--- src/rtl/xadc_pkg.sv ---
// Shared types and constants for the XADC DRP sequencer.
package xadc_pkg;

    // Width of each committed ADC code (upper 12 bits of the DRP word).
    localparam int XADC_CODE_W = 12;

    // Default DRP status-register addresses.
    localparam logic [6:0] XADC_ADDR_TEMP   = 7'h00;
    localparam logic [6:0] XADC_ADDR_VCCINT = 7'h01;
    localparam logic [6:0] XADC_ADDR_VCCAUX = 7'h02;

    // Sequencer FSM states.
    typedef enum logic [2:0] {
        ST_IDLE   = 3'd0,
        ST_ISSUE  = 3'd1,
        ST_WAIT   = 3'd2,
        ST_NEXT   = 3'd3,
        ST_COMMIT = 3'd4
    } seq_state_e;

endpackage

--- src/rtl/xadc_drp_sequencer_period_tick.sv ---
// Free-running wrap counter 0..PERIOD_CYCLES-1; tick_o is high on the last count.
module period_tick #(
    parameter int PERIOD_CYCLES = 100000000
) (
    input  logic clk_i,
    input  logic rst_i,
    output logic tick_o
);

    localparam int CW = (PERIOD_CYCLES > 1) ? $clog2(PERIOD_CYCLES) : 1;
    localparam logic [CW-1:0] LAST = CW'(PERIOD_CYCLES - 1);

    logic [CW-1:0] cnt_q;
    logic [CW-1:0] cnt_d;

    // Next count: wrap to zero after the last value.
    always_comb begin
        cnt_d = (cnt_q == LAST) ? '0 : cnt_q + 1'b1;
    end

    // Counter register.
    always_ff @(posedge clk_i) begin
        if (rst_i) begin
            cnt_q <= '0;
        end else begin
            cnt_q <= cnt_d;
        end
    end

    assign tick_o = (cnt_q == LAST);

endmodule

--- src/rtl/xadc_drp_sequencer.sv ---
// Scheduled DRP reader: once per period reads temperature, VCCINT and VCCAUX,
// then commits all three 12-bit codes together with a one-cycle valid strobe.
// DRP handshake: drp_den_o is a single-cycle request carrying drp_daddr_o; the
// XADC answers later with a single-cycle drp_drdy_i qualifying drp_do_i, which is
// only sampled while waiting for that answer.
module xadc_drp_sequencer
    import xadc_pkg::*;
#(
    parameter int         PERIOD_CYCLES  = 100000000,
    parameter int         TIMEOUT_CYCLES = 64,
    parameter logic [6:0] ADDR_TEMP      = XADC_ADDR_TEMP,
    parameter logic [6:0] ADDR_VCCINT    = XADC_ADDR_VCCINT,
    parameter logic [6:0] ADDR_VCCAUX    = XADC_ADDR_VCCAUX
) (
    input  logic                   clk_i,
    input  logic                   rst_i,
    output logic [6:0]             drp_daddr_o,
    output logic                   drp_den_o,
    input  logic [15:0]            drp_do_i,
    input  logic                   drp_drdy_i,
    output logic [XADC_CODE_W-1:0] temp_code_o,
    output logic [XADC_CODE_W-1:0] vccint_code_o,
    output logic [XADC_CODE_W-1:0] vccaux_code_o,
    output logic                   sample_valid_o,
    output logic                   busy_o,
    output logic                   timeout_err_o,
    output logic                   overrun_err_o,
    output logic [2:0]             dbg_state_o
);

    localparam int TW = (TIMEOUT_CYCLES > 1) ? $clog2(TIMEOUT_CYCLES) : 1;
    localparam logic [TW-1:0] TO_LAST = TW'(TIMEOUT_CYCLES - 1);

    seq_state_e state_q, state_d;
    logic [1:0] idx_q, idx_d;
    logic [TW-1:0] to_q, to_d;
    logic [2:0][XADC_CODE_W-1:0] shadow_q, shadow_d;
    logic [2:0][XADC_CODE_W-1:0] codes_q, codes_d;
    logic den_q, den_d;
    logic [6:0] daddr_q, daddr_d;
    logic valid_q, valid_d;
    logic busy_q, busy_d;
    logic to_err_q, to_err_d;
    logic ov_err_q, ov_err_d;
    logic tick;
    logic [XADC_CODE_W-1:0] cur_code;
    logic [XADC_CODE_W-1:0] wr_code;
    logic unused_do_lsbs;

    // The low nibble of the DRP word is below the ADC resolution.
    assign unused_do_lsbs = ^drp_do_i[3:0];

    period_tick #(
        .PERIOD_CYCLES(PERIOD_CYCLES)
    ) u_tick (
        .clk_i (clk_i),
        .rst_i (rst_i),
        .tick_o(tick)
    );

    // Committed code of the channel being read (kept on timeout) and the value
    // the shadow receives when the WAIT state resolves.
    always_comb begin
        case (idx_q)
            2'd0:    cur_code = codes_q[0];
            2'd1:    cur_code = codes_q[1];
            default: cur_code = codes_q[2];
        endcase
        wr_code = drp_drdy_i ? drp_do_i[15:4] : cur_code;
    end

    // Next-state logic; registered outputs are derived from the next state.
    always_comb begin
        state_d  = state_q;
        idx_d    = idx_q;
        to_d     = to_q;
        shadow_d = shadow_q;
        codes_d  = codes_q;
        to_err_d = to_err_q;
        ov_err_d = ov_err_q;

        case (state_q)
            ST_IDLE: begin
                if (tick) begin
                    idx_d   = 2'd0;
                    state_d = ST_ISSUE;
                end
            end
            ST_ISSUE: begin
                to_d    = '0;
                state_d = ST_WAIT;
            end
            ST_WAIT: begin
                // drdy has priority over an expiring timeout on the same cycle.
                if (drp_drdy_i || (to_q == TO_LAST)) begin
                    if (!drp_drdy_i) begin
                        to_err_d = 1'b1;
                    end
                    case (idx_q)
                        2'd0:    shadow_d[0] = wr_code;
                        2'd1:    shadow_d[1] = wr_code;
                        default: shadow_d[2] = wr_code;
                    endcase
                    state_d = ST_NEXT;
                end else begin
                    to_d = to_q + 1'b1;
                end
            end
            ST_NEXT: begin
                if (idx_q == 2'd2) begin
                    codes_d = shadow_q;
                    state_d = ST_COMMIT;
                end else begin
                    idx_d   = idx_q + 2'd1;
                    state_d = ST_ISSUE;
                end
            end
            ST_COMMIT: begin
                state_d = ST_IDLE;
            end
            default: begin
                state_d = ST_IDLE;
            end
        endcase

        // A period tick that finds a round still running is dropped and flagged.
        if (tick && (state_q != ST_IDLE)) begin
            ov_err_d = 1'b1;
        end

        den_d = (state_d == ST_ISSUE);
        if (den_d) begin
            case (idx_d)
                2'd0:    daddr_d = ADDR_TEMP;
                2'd1:    daddr_d = ADDR_VCCINT;
                default: daddr_d = ADDR_VCCAUX;
            endcase
        end else begin
            daddr_d = '0;
        end
        valid_d = (state_d == ST_COMMIT);
        busy_d  = (state_d != ST_IDLE);
    end

    // State, datapath and output registers.
    always_ff @(posedge clk_i) begin
        if (rst_i) begin
            state_q  <= ST_IDLE;
            idx_q    <= 2'd0;
            to_q     <= '0;
            shadow_q <= '0;
            codes_q  <= '0;
            den_q    <= 1'b0;
            daddr_q  <= '0;
            valid_q  <= 1'b0;
            busy_q   <= 1'b0;
            to_err_q <= 1'b0;
            ov_err_q <= 1'b0;
        end else begin
            state_q  <= state_d;
            idx_q    <= idx_d;
            to_q     <= to_d;
            shadow_q <= shadow_d;
            codes_q  <= codes_d;
            den_q    <= den_d;
            daddr_q  <= daddr_d;
            valid_q  <= valid_d;
            busy_q   <= busy_d;
            to_err_q <= to_err_d;
            ov_err_q <= ov_err_d;
        end
    end

    assign drp_den_o      = den_q;
    assign drp_daddr_o    = daddr_q;
    assign temp_code_o    = codes_q[0];
    assign vccint_code_o  = codes_q[1];
    assign vccaux_code_o  = codes_q[2];
    assign sample_valid_o = valid_q;
    assign busy_o         = busy_q;
    assign timeout_err_o  = to_err_q;
    assign overrun_err_o  = ov_err_q;
    assign dbg_state_o    = state_q;

endmodule

--- config.mk ---
export PLATFORM = sky130hd
export DESIGN_NAME = xadc_drp_sequencer
export DESIGN_NICKNAME = d
export VERILOG_FILES = /design/src/rtl/xadc_pkg.sv /design/src/rtl/xadc_drp_sequencer_period_tick.sv /design/src/rtl/xadc_drp_sequencer.sv
export SDC_FILE = /design/constraint.sdc
export NUM_CORES = 1
export LEC_CHECK = 0
export BUFFER_PORTS_ARGS = -buffer_cell sky130_fd_sc_hd__clkbuf_2
export CORE_AREA = 10 10 105 107
export DETAILED_ROUTE_END_ITERATION = 12
export DIE_AREA = 0 0 115 117
export GPL_TIMING_DRIVEN = 0
export PLACE_DENSITY = 0.85
export SYNTH_ARGS = -nofsm -noshare
export SYNTH_HDL_FRONTEND = slang
export SYNTH_SLANG_ARGS = --single-unit
export TNS_END_PERCENT = 20
--- constraint.sdc ---
create_clock -name clk_i -period 2.14 [get_ports clk_i]
set_clock_uncertainty 0.05 [all_clocks]
set_input_delay 0.642 -clock clk_i [delete_from_list [all_inputs] [get_ports clk_i]]
set_output_delay 0.642 -clock clk_i [all_outputs]
set_load 0.01 [all_outputs]
==> reports/metrics.cfg <==
[detailed_routing]
drt_pass1_iterations = 5
drt_wl_total_um = 13340
dr_wl_met2_um = 6748
routedWlPerCell_um = 17.19
route.met3.wl_um = 1045
drtIter0Drc = 339
wl_met1_um = 5340
ant_nets = 0
drc = 0
top_layer = met4
routed-via-count = 4377
post_drt_via_cell_ratio = 5.640

[clock_network]
hold_buffers = 0
cts.sinks = 117
cts_setup_buffers = 0
ctsLongestPathBuffers = 2
h-tree-depth = 4
clockRootBuffer = clkbuf_8
cts_buffers = 17
cts_tree = built
path_clk_slew_ns = 0.06
insertion_delay_ns = 0.52

[sta]
worst_pin_slew_ns = 0.6166
hold_viol = 0
setup_violations = 1
fin_crit_ns = 2.143
slew_viol_final = 0
fin_crit_sh_pct = 100.1
rsz0062_at_grt = yes
finalSetupTns_ns = -0.003097
fin_ws_ns = -0.003097
fmax_mhz = 466.6
hold_slack_ns = 0.4040
relSlewSlack_pct = 58.89

[synthesis]
synth_top_area_cell = dfxtp_1
synth_area_um2 = 5026
synthCells = 570
syn_avg_cell_area_um2 = 8.818
synth-edff-count = 0
synth_flop_cell = dfxtp_1
ys_ff_latch = 117
yosysSeqAreaShare_pct = 46.60
synth_cell_types = 48
async_flop_share_pct = 0
yosysTopAreaCellShare_pct = 46.60
yosysWarnings = 0
synth_area_leaders = dfxtp_1 47%, mux2i_1 7.2%, nor2_1 6.7%, nand2_1 6.3%, a21oi_1 5.1%

[worst_setup_path]
endpoint_kind = register
crit_fanout = 10
crit_type = reg -> reg
timing.rr.end = temp_code_o[9]
required_ns = 2.53
cp-start-kind = register
worstReg2RegStart = dbg_state_o[2]
ff2ff_path_depth = 8
critPathArrivalTime_ns = 2.53
r2r_slack_ns = -0.003

[worst_hold_path]
holdCritPathClass = reg -> reg
min_from = shadow_q[22]
whs_path_depth = 2
hold_end = vccint_code_o[10]

[place]
gp_congestion = 0.8933
placed_cells = 744
place_area_um2 = 5475
io_buffer_count = 59
dpl.hpwl_um = 9164
pre_cts_slack_ns = 0.005912

[floorplanning]
initial_core_util_pct = 55.71
die_x_um = 115
ios = 70
coreArea_um2 = 9021
rows = 35
die_area_um2 = 13460
chipHeight_um = 117

[final_layout]
finalInstanceArea_um2 = 6150
final_common_cell = dfxtp_1
post-route-util_pct = 68.17
layout_common_cells = 116 x dfxtp_1, 90 x nor2_1, 84 x nand2_1, 59 x clkbuf_2, 46 x a21oi_1
syn2layout_area_growth_pct = 22.36
fin_cells = 776
nets = 677
diodes = 0
drive_gt1_share_pct = 21.80

[power]
peakVddDrop_uv = 618.6
fin_total_pwr_mw = 5.316
cellPowerDensity_nw_per_um2 = 864.5
p_leak_nw = 2.728

[run]
cap_violations = 0

[grt]
track_usage_pct = 19.69
grt_pass1_vias = 4312
antenna_found_initial = 0
overflow = 0
grt_max_degree = 17
grt_pass1_wl_um = 21020

[outcome]
outcome = finished with violations
violations = negative setup slack

-- how the worst max path moves through the flow --
stage | start | depth (start not counted) | to
6_report | dbg_state_o[2] | 8 | temp_code_o[9]
5_1_grt | dbg_state_o[2] | 8 | temp_code_o[9]
4_1_cts | idx_q[0] | 8 | shadow_q[31]
3_5_place_dp | idx_q[0] | 8 | shadow_q[18]
3_3_place_gp | idx_q[0] | 8 | shadow_q[18]
2_1_floorplan | drp_drdy_i | 6 | to_q[5]
-- per-layer routing --
metal | GRT usage [%] | vias up
met4 | 8.003 | 0
li1 | - | 2093
met5 | 0 | -
met3 | 5.454 | 27
met1 | 21.89 | 2108
met2 | 34.68 | 149
-- synthesized netlist by cell type (2+ instances only) --
cell type  instances
dfxtp_1          117
buf_4             12
xor2_1            21
ha_1               6
nor3_1             4
xnor2_1           10
a22o_1            13
nand4_1           10
buf_6              3
o21ai_0            2
nand2b_1           2
or2_1              2
inv_1             19
mux2i_1           36
nor4_1             2
nand3_2            3
a31oi_1            2
nor4_4             3
and3_2             4
a21oi_1           51
a211oi_1          13
buf_2              8
nand2_1           84
and3_1             3
nor2_1            90
nand3_1           14
nor3b_1            2
clkbuf_1          14
-- critical path: stages, from the launching register on --
cell and delay [ns]:
dfxtp_1 0.33, buf_2 0.20, nand2b_4 0.17, nor2_1 0.06
nand2_1 0.09, buf_2 0.26, clkbuf_1 0.52, nand2_1 0.17
a21oi_1 0.21
-- registers in the layout, indices dropped and copies added (netlist names), 2 cells and up --
name,cells
shadow_q,36
idx_q,2
to_q,6
dbg_state_o,3
temp_code_o,12
drp_daddr_o,2
vccaux_code_o,12
u_tick.cnt_q,27
vccint_code_o,12
-- power breakdown --
part           leakage, nW  total, mW  switching [mW]  internal (mW)
Clock                0.290       2.98            1.05           1.93
Combinational         1.49      0.145          0.0998         0.0455
Sequential           0.943       2.19         0.00711           2.18
-- cell type report --
class | instances | area [µm²]
sequential | 117 | 2344
timing repair buffer | 59 | 295.3
buffer | 37 | 221.5
clock buffer | 18 | 427.9
clock inverter | 14 | 201.4
tap | 111 | 138.9
multi-input combinational | 401 | 2450
fill | 642 | 2872
inverter | 19 | 71.32
-- timing repair --
action                                 4_1_cts  5_1_grt
endpoints found under the hold margin        0        0
setup endpoints to repair                    3       34
resized for setup                            2       10
-- cells by family (layout without fill, tap and decap cells) --
| group | count (synthesis) | after routing | synth area share (%) |
|---|---|---|---|
| buffers and inverters | 56 | 147 | 5.726 |
| xor gates and xnor gates | 31 | 31 | 5.402 |
| adders and majority gates | 6 | 6 | 1.494 |
| DFF | 117 | 117 | 46.60 |
| AOI/OAI and AO/OA | 90 | 90 | 11.48 |
| other | 1 | 5 | 0.07461 |
| and+or+nand+nor | 233 | 233 | 22.06 |
| muxes | 36 | 36 | 7.170 |
Power figures use the tool's default switching activity.
